==> config.mk <==
export PLATFORM = sky130hd
export DESIGN_NAME = mem_port_arbiter
export DESIGN_NICKNAME = d
export VERILOG_FILES = /design/src/rtl/mem_port_arbiter.sv
export SDC_FILE = /design/constraint.sdc
export NUM_CORES = 1
export LEC_CHECK = 0
export CAP_MARGIN = 20
export CORE_AREA = 2 2 95 97
export CTS_BUF_LIST = sky130_fd_sc_hd__clkbuf_4 sky130_fd_sc_hd__clkbuf_8
export CTS_CLUSTER_DIAMETER = 150
export DETAILED_ROUTE_END_ITERATION = 7
export DIE_AREA = 0 0 97 99
export SYNTH_ARGS = -nofsm -noshare
export SYNTH_HDL_FRONTEND = slang
export SYNTH_SLANG_ARGS = --single-unit
==> constraint.sdc <==
create_clock -name clk1 -period 2.4 [get_ports clk1]
set_clock_uncertainty 0.2 [all_clocks]
set_input_delay 0.36 -clock clk1 [delete_from_list [all_inputs] [get_ports clk1]]
set_output_delay 0.36 -clock clk1 [all_outputs]
set_load 0.1 [all_outputs]
==> src/rtl/mem_port_arbiter.sv <==
// mem_port_arbiter: single-port memory arbiter for IF/DM/loader with read-owner tracking; ARB_STARVE_GUARD_EN adds IF starvation promotion.
module mem_port_arbiter #(
  parameter int AW       = 10,
  parameter int DW       = 32,
  parameter int MAX_WAIT = 4
) (
  input  logic          clk1,
  input  logic          rst_n,
  input  logic          if_req,
  input  logic [AW-1:0] if_addr,
  output logic          if_gnt,
  output logic          if_rvalid,
  output logic [DW-1:0] if_rdata,
  input  logic          dm_req,
  input  logic          dm_we,
  input  logic [AW-1:0] dm_addr,
  input  logic [DW-1:0] dm_wdata,
  output logic          dm_gnt,
  output logic          dm_rvalid,
  output logic [DW-1:0] dm_rdata,
  input  logic          ld_req,
  input  logic [AW-1:0] ld_addr,
  input  logic [DW-1:0] ld_wdata,
  output logic          ld_gnt,
  input  logic          halted,
  output logic          mem_en,
  output logic          mem_we,
  output logic [AW-1:0] mem_addr,
  output logic [DW-1:0] mem_wdata,
  input  logic [DW-1:0] mem_rdata,
  output logic          busy
);
  typedef enum logic [1:0] {RUN, DRAIN, LOAD} state_e;
  typedef enum logic [1:0] {O_NONE, O_IF, O_DM} owner_e;
  state_e state_q, state_d;
  owner_e owner_q, owner_d;
  logic   arb, promote;
`ifdef ARB_STARVE_GUARD_EN
  localparam int CW = $clog2(MAX_WAIT + 1);
  logic [CW-1:0] wait_q, wait_d;
  assign promote = wait_q == CW'(MAX_WAIT);
  assign wait_d  = (arb && if_req && !if_gnt) ? wait_q + CW'(1) : '0;
  always_ff @(posedge clk1 or negedge rst_n)
    if (!rst_n) wait_q <= '0;
    else        wait_q <= wait_d;
`else
  assign promote = 1'b0;
`endif
  always_ff @(posedge clk1 or negedge rst_n)
    if (!rst_n) begin
      state_q <= RUN;
      owner_q <= O_NONE;
    end else begin
      state_q <= state_d;
      owner_q <= owner_d;
    end
  always_comb begin
    state_d = state_q == RUN   ? (halted ? (owner_q != O_NONE ? DRAIN : LOAD) : RUN) :
              state_q == DRAIN ? LOAD : (halted ? LOAD : RUN);
    owner_d = if_gnt ? O_IF : (dm_gnt && !dm_we) ? O_DM : O_NONE;
  end
  // Grants are gated by rst_n so nothing reaches the memory while reset is held
  always_comb begin
    arb       = rst_n && state_q == RUN && !halted;
    dm_gnt    = arb && dm_req && !(promote && if_req);
    if_gnt    = arb && if_req && (!dm_req || promote);
    ld_gnt    = rst_n && state_q == LOAD && halted && ld_req;
    mem_en    = if_gnt || dm_gnt || ld_gnt;
    mem_we    = ld_gnt || (dm_gnt && dm_we);
    mem_addr  = if_gnt ? if_addr : dm_gnt ? dm_addr : ld_gnt ? ld_addr : '0;
    mem_wdata = dm_gnt ? dm_wdata : ld_gnt ? ld_wdata : '0;
    if_rvalid = owner_q == O_IF;
    dm_rvalid = owner_q == O_DM;
    if_rdata  = if_rvalid ? mem_rdata : '0;
    dm_rdata  = dm_rvalid ? mem_rdata : '0;
    busy      = owner_q != O_NONE || state_q != RUN;
  end
endmodule

==> results of run 1 <==
[logic make-up (layout without fill, tap and decap cells)]
| kind of cell | Yosys count | count (layout) |
|---|---|---|
| AND/OR/NAND/NOR | 109 | 109 |
| AO/OA/AOI/OAI | 56 | 56 |
| buffers and inverters | 23 | 283 |
| flip-flops | 4 | 4 |
[per-layer routing]
metal / vias up / share of wire
li1: 1184 / -
met1: 1122 / 0.33
met2: 156 / 0.58
met3: 12 / 0.081
met4: 0 / 0.016
met5: - / 0
[final cells by class]
| cell class | instances | area (um^2) |
|---|---|---|
| flip-flops and latches | 4 | 100 |
| clock buffers | 3 | 41.3 |
| inverters | 4 | 18.8 |
| repair buffers | 276 | 3990 |
| fillers | 639 | 2820 |
| well taps | 108 | 135 |
| multi-input cells | 165 | 1450 |
[stage by stage]
step	TNS, ps	instance area [um^2]	cells
final	-7430	5740	560
after global routing	-9620	5740	560
after CTS	-8180	5700	560
after detailed placement	-16430	5210	545
after global placement	-15690	5210	545
after floorplan	-681	1410	192
[registers in the layout, summed over array words and instances (netlist names)]
name     cells
owner_q      2
state_q      2
[placed cells by master, fill, tap and decap left out, types with 2 or more instances in the layout]
| cell type | n |
|---|---|
| clkbuf_8 | 3 |
| nor2_4 | 2 |
| o22a_2 | 9 |
| and2_2 | 18 |
| buf_6 | 3 |
| buf_4 | 16 |
| buf_16 | 4 |
| a21oi_2 | 8 |
| clkdlybuf4s50_1 | 130 |
| o21ai_0 | 2 |
| inv_1 | 3 |
| buf_8 | 2 |
| a21oi_4 | 2 |
| nor2_1 | 14 |
| dfrtp_1 | 4 |
| and2_1 | 46 |
| buf_12 | 118 |
| a22o_4 | 32 |
| nand2_1 | 22 |
[worst paths after layout]
| path | slack (ps) | startpoint | endpoint | cells after the start |
|---|---|---|---|---|
| worst max register to register | 580 | state_q[0] | owner_q[1] | 5 |
| worst max-delay path | -210 | state_q[0] | mem_wdata[29] | 8 |
| worst min register to register | 360 | owner_q[0] | state_q[0] | 2 |
| worst min-delay path | 360 | owner_q[0] | state_q[0] | 2 |
| max in group asynchronous | 1240 | rst_n | owner_q[0] | 3 |
| min in group asynchronous | 570 | rst_n | state_q[0] | 3 |
[worst max-delay path, stage by stage (launching register included)]
cell     delay, ps
dfrtp_1        360
or4b_4         560
buf_6          140
nor2_4         120
buf_12         120
buf_12         110
buf_16         120
a22o_4         140
buf_12         160
[what timing repair did]
action                     CTS  global route
resized for setup           50             7
gates cloned                 4             0
hold endpoints to repair     4             0
pin swaps                   43            11
hold buffers                 1             0
setup endpoints to repair   47            46
buffers inserted             7             0
[power groups by stage]
stage                     Clock (mW)  Sequential, mW  Combinational, mW
after global routing           0.149          0.0710              0.939
after detailed placement           0          0.0715              0.847
final                          0.137          0.0708              0.909
after floorplan                    0          0.0718              0.400
after global placement             0          0.0713              0.839
after CTS                      0.142          0.0709              0.906
==> flow_metrics.env, run 1 <==
export IMPL_area_growth_pct=363
export IMPL_synth_edf_count=0
export IMPL_synth_common_cells="64 x and2_1, 32 x a22o_1, 22 x nand2_1"
export IMPL_yosys_warnings=0
export IMPL_pwr_share_clk=0.123
export IMPL_end_kind="output pin"
export IMPL_cts_buffer_depth=2
export IMPL_synth_simple_gate_area_frac=0.483
export IMPL_finish_utilization=0.671
export IMPL_die_w_um=97
export IMPL_core_um2=8550
export IMPL_violations="setup timing"
export IMPL_drt_first_pass_iters=5
export IMPL_synth_area_leader_cell="and2_1"
export IMPL_die_y_um=99
export IMPL_post_drt_wl_per_cell_um=17.0
export IMPL_grt_use_met1=0.184
export IMPL_synth_main_ff_cell="dfrtp_1"
export IMPL_die_area_um2=9600
export IMPL_syn_inst=192
export IMPL_syn_cell_area_um2=1240
export IMPL_synth_net_count=325
export IMPL_outcome="finished with violations"
export IMPL_worst_slack_ps=-209
export IMPL_cp_required_ps=1840
export IMPL_syn_avg_cell_area_um2=6.46
export IMPL_hold_violations=0
export IMPL_seq_area_frac_synth=0.0807
export IMPL_cts_buffers=3
export IMPL_max_cap_violations=0
export IMPL_hold_ws_ps=361
export IMPL_p_switching_mw=0.506
export IMPL_cp_arrival_ps=2050
export IMPL_drive_gt1_frac=0.496
export IMPL_overflow=0
export IMPL_finalPower_mw=1.12
export IMPL_num_rows=34
export IMPL_antenna_found_initial=0
export IMPL_synth_area_mux_share=0
export IMPL_grt_pass1_wl_um=14200
export IMPL_drtIter0Drc=40
export IMPL_ys_ff_latch=4
export IMPL_maxSlewHeadroom=0.816
export IMPL_io_buffers=246
export IMPL_use_met3=0.0418
export IMPL_ant_nets=0
export IMPL_cts_tree="built"
export IMPL_async_flop_share=1.00
export IMPL_worst_pin_slew_ps=277
export IMPL_initial_core_util=0.145
export IMPL_seq_power_share=0.063
export IMPL_finalWeightedCongestion=0.807
export IMPL_synth_cell_types=21
export IMPL_path_class="flip-flop to output pin"
export IMPL_fin_nets=587
export IMPL_boundaryPins=247
export IMPL_yosys_area_share_xor_xnor=0
export IMPL_synth_compound_area_share=0.356
export IMPL_clock_root_buffer="clkbuf_8"
export IMPL_fin_crit_sh=1.09
export IMPL_period_minus_slack_ps=2610
export IMPL_synth_area_leaders="and2_1 32%, a22o_1 23%, dfrtp_1 8.1%"
export IMPL_path_max_fanout=6
export IMPL_pwr_density_cell_nw_per_um2=195
export IMPL_clock_sinks=4
export IMPL_grt_pass1_vias=2618
export IMPL_rsz0062_at_grt="true"
export IMPL_synth_top_area_share=0.323
export IMPL_p_sw_frac=0.453
export IMPL_vias=2474
export IMPL_grt_busiest_layer="met2"
export IMPL_p_int_mw=0.611
export IMPL_routed_via_density=4.42
export IMPL_clock_fmax_mhz=383
export IMPL_path_clk_slew_ps=30
export IMPL_gr_usage_met2=0.386
export IMPL_hpwl_um=7880
export IMPL_drv_slew=0
export IMPL_synth_adder_area_share=0
export IMPL_comb_power_share=0.814
export IMPL_diodes=0
export IMPL_cts_htree_levels=1
export IMPL_synth_top_family_by_area="simple AND/OR/NAND/NOR gates"
export IMPL_setup_viol=45
export IMPL_min_path_type="flip-flop to flip-flop"
export IMPL_dp_slack_ps=-425
export IMPL_vdd_drop_max_mv=0.109
export IMPL_drc=0
export IMPL_p_leak_nw=2.40
export IMPL_worstSkewPairLatency_ps=210
export IMPL_synthMostInstantiatedCell="and2_1"
export IMPL_gr_usage_all_layers=0.186
export IMPL_worstSetupStartpointType="flip-flop"
export IMPL_totalWireLength_um=9540
export IMPL_grt_max_degree=34
No activity file was read; power rests on OpenSTA's default activity.
==> run 2: changes to the inputs <==
--- a/config.mk
+++ b/config.mk
@@ -10,3 +10,2 @@
 export CTS_BUF_LIST = sky130_fd_sc_hd__clkbuf_4 sky130_fd_sc_hd__clkbuf_8
-export CTS_CLUSTER_DIAMETER = 150
 export DETAILED_ROUTE_END_ITERATION = 7
--- a/constraint.sdc
+++ b/constraint.sdc
@@ -4,2 +4,2 @@
 set_output_delay 0.36 -clock clk1 [all_outputs]
-set_load 0.1 [all_outputs]
+set_load 0.05 [all_outputs]
==> flow_metrics.env, run 2 (same netlist as run 1, synthesis figures left out) <==
export IMPL_outcome="finished with violations"
export IMPL_violations="setup timing"
export IMPL_clock_fmax_mhz=392
export IMPL_diodes=0
export IMPL_pwr_share_clk=0.153
export IMPL_pwr_density_cell_nw_per_um2=168
export IMPL_setup_viol=45
export IMPL_path_clk_slew_ps=30
export IMPL_comb_power_share=0.770
export IMPL_maxSlewHeadroom=0.666
export IMPL_die_w_um=97
export IMPL_cp_cell_sequence="or4b_4 -> buf_6 -> nor2_4 -> buf_12 -> buf_12 -> a22o_1 -> buf_12"
export IMPL_clock_root_buffer="clkbuf_8"
export IMPL_die_y_um=99
export IMPL_drv_slew=0
export IMPL_dp_slack_ps=-406
export IMPL_placed_cells=543
export IMPL_cp_arrival_ps=1990
export IMPL_fin_nets=587
export IMPL_grt_pass1_vias=2472
export IMPL_fin_cells=560
export IMPL_seq_power_share=0.077
export IMPL_antenna_found_initial=0
export IMPL_core_um2=8550
export IMPL_grt_max_degree=35
export IMPL_reg_largest_list="owner_q (2), state_q (2)"
export IMPL_cts_buffers=3
export IMPL_clock_sinks=4
export IMPL_ant_nets=0
export IMPL_totalWireLength_um=9040
export IMPL_hold_violations=0
export IMPL_io_buffers=246
export IMPL_final_common_cell="clkdlybuf4s50_1"
export IMPL_p_int_mw=0.582
export IMPL_vias=2455
export IMPL_worst_pin_slew_ps=500
export IMPL_worstSkewPairLatency_ps=210
export IMPL_drt_first_pass_iters=4
export IMPL_cts_buffer_depth=2
export IMPL_drtIter0Drc=36
export IMPL_multi_input_area_um2=1310
export IMPL_max_cap_violations=0
export IMPL_p_sw_frac=0.364
export IMPL_path_max_fanout=5
export IMPL_cts_htree_levels=1
export IMPL_drc=0
export IMPL_overflow=0
export IMPL_fin_crit_sh=1.06
export IMPL_end_kind="output pin"
export IMPL_min_path_type="flip-flop to flip-flop"
export IMPL_cp_required_ps=1840
export IMPL_p_switching_mw=0.333
export IMPL_routed_via_density=4.38
export IMPL_crit_slowest_cell="or4b_4"
export IMPL_cts_tree="built"
export IMPL_post_drt_wl_per_cell_um=16.1
export IMPL_worstSetupStartpointType="flip-flop"
export IMPL_cpMostUsedCell="buf_12"
export IMPL_tns_ps=-4060
export IMPL_path_buf_inv=4
export IMPL_period_minus_slack_ps=2550
export IMPL_initial_core_util=0.145
export IMPL_worst_slack_ps=-148
export IMPL_gr_usage_all_layers=0.169
export IMPL_n_fill_cell=703
export IMPL_boundaryPins=247
export IMPL_p_leak_nw=2.31
export IMPL_slowest_delay_ps=550
export IMPL_path_class="flip-flop to output pin"
export IMPL_crit_family="simple AND/OR/NAND/NOR gates"
export IMPL_die_area_um2=9600
export IMPL_finalWeightedCongestion=0.757
export IMPL_vdd_drop_max_mv=0.120
export IMPL_layout_common_cells="131 x clkdlybuf4s50_1, 107 x buf_12, 64 x and2_1"
export IMPL_grt_pass1_wl_um=13100
export IMPL_hpwl_um=7250
export IMPL_drive_gt1_frac=0.396
export IMPL_regArea_um2=100
export IMPL_num_rows=34
export IMPL_area_growth_pct=338
export IMPL_rsz0062_at_grt="true"
export IMPL_finalPower_mw=0.914
-- run 2: final timing paths --
path | startpoint | endpoint | slack [ps] | cells after the start
min in group asynchronous | rst_n | state_q[1] | 550 | 3
worst max-delay path | state_q[0] | mem_wdata[0] | -150 | 7
worst min-delay path | owner_q[0] | state_q[0] | 360 | 2
worst max register to register | state_q[0] | owner_q[0] | 540 | 6
worst min register to register | owner_q[0] | state_q[0] | 360 | 2
max in group asynchronous | rst_n | owner_q[1] | 1280 | 3
-- run 2: area by class of cell --
class,count,area share
Clock buffer,3,0.00760
Sequential cell,4,0.0184
Timing Repair Buffer,275,0.706
Tap cell,108,0.0249
Inverter,4,0.00322
Multi-Input combinational cell,166,0.240
-- run 2: metrics by stage --
| stage | utilization | hold slack, ps | cell area [um^2] |
|---|---|---|---|
| after detailed placement | 0.576 | 361 | 4920 |
| after floorplan | - | -136 | 1260 |
| after CTS | 0.619 | 365 | 5290 |
| after global routing | 0.635 | 402 | 5430 |
| after global placement | 0.576 | 345 | 4920 |
| final | 0.635 | 360 | 5430 |
-- run 2: power groups by stage --
stage                     combinational [mW]  clock [mW]  sequential, mW
final                                  0.703       0.140          0.0708
after global routing                   0.736       0.150          0.0709
after CTS                              0.689       0.140          0.0707
after detailed placement               0.645           0          0.0714
after global placement                 0.640           0          0.0713
after floorplan                        0.227           0          0.0718
-- run 2: routing by layer --
| layer | part of all wire | vias to the layer above | GRT usage |
|---|---|---|---|
| li1 | - | 1188 | - |
| met1 | 0.36 | 1101 | 0.182 |
| met2 | 0.55 | 156 | 0.334 |
| met3 | 0.085 | 10 | 0.0397 |
| met4 | 0.012 | 0 | 0.0314 |
| met5 | 0 | - | 0 |
-- run 2: timing repair --
| item | CTS | global route |
|---|---|---|
| pin swaps | 31 | 9 |
| hold buffers | 1 | 0 |
| gates resized for setup | 36 | 20 |
| setup buffers | 7 | 4 |
| endpoints found under the hold margin | 4 | 0 |
| gates cloned | 4 | 1 |
| setup endpoints to repair | 46 | 46 |
-- run 2: worst min-delay path: cells and delay by family, from the launching register on --
kind	cells	cell delay [ps]
simple gates	2	170
flops	1	340
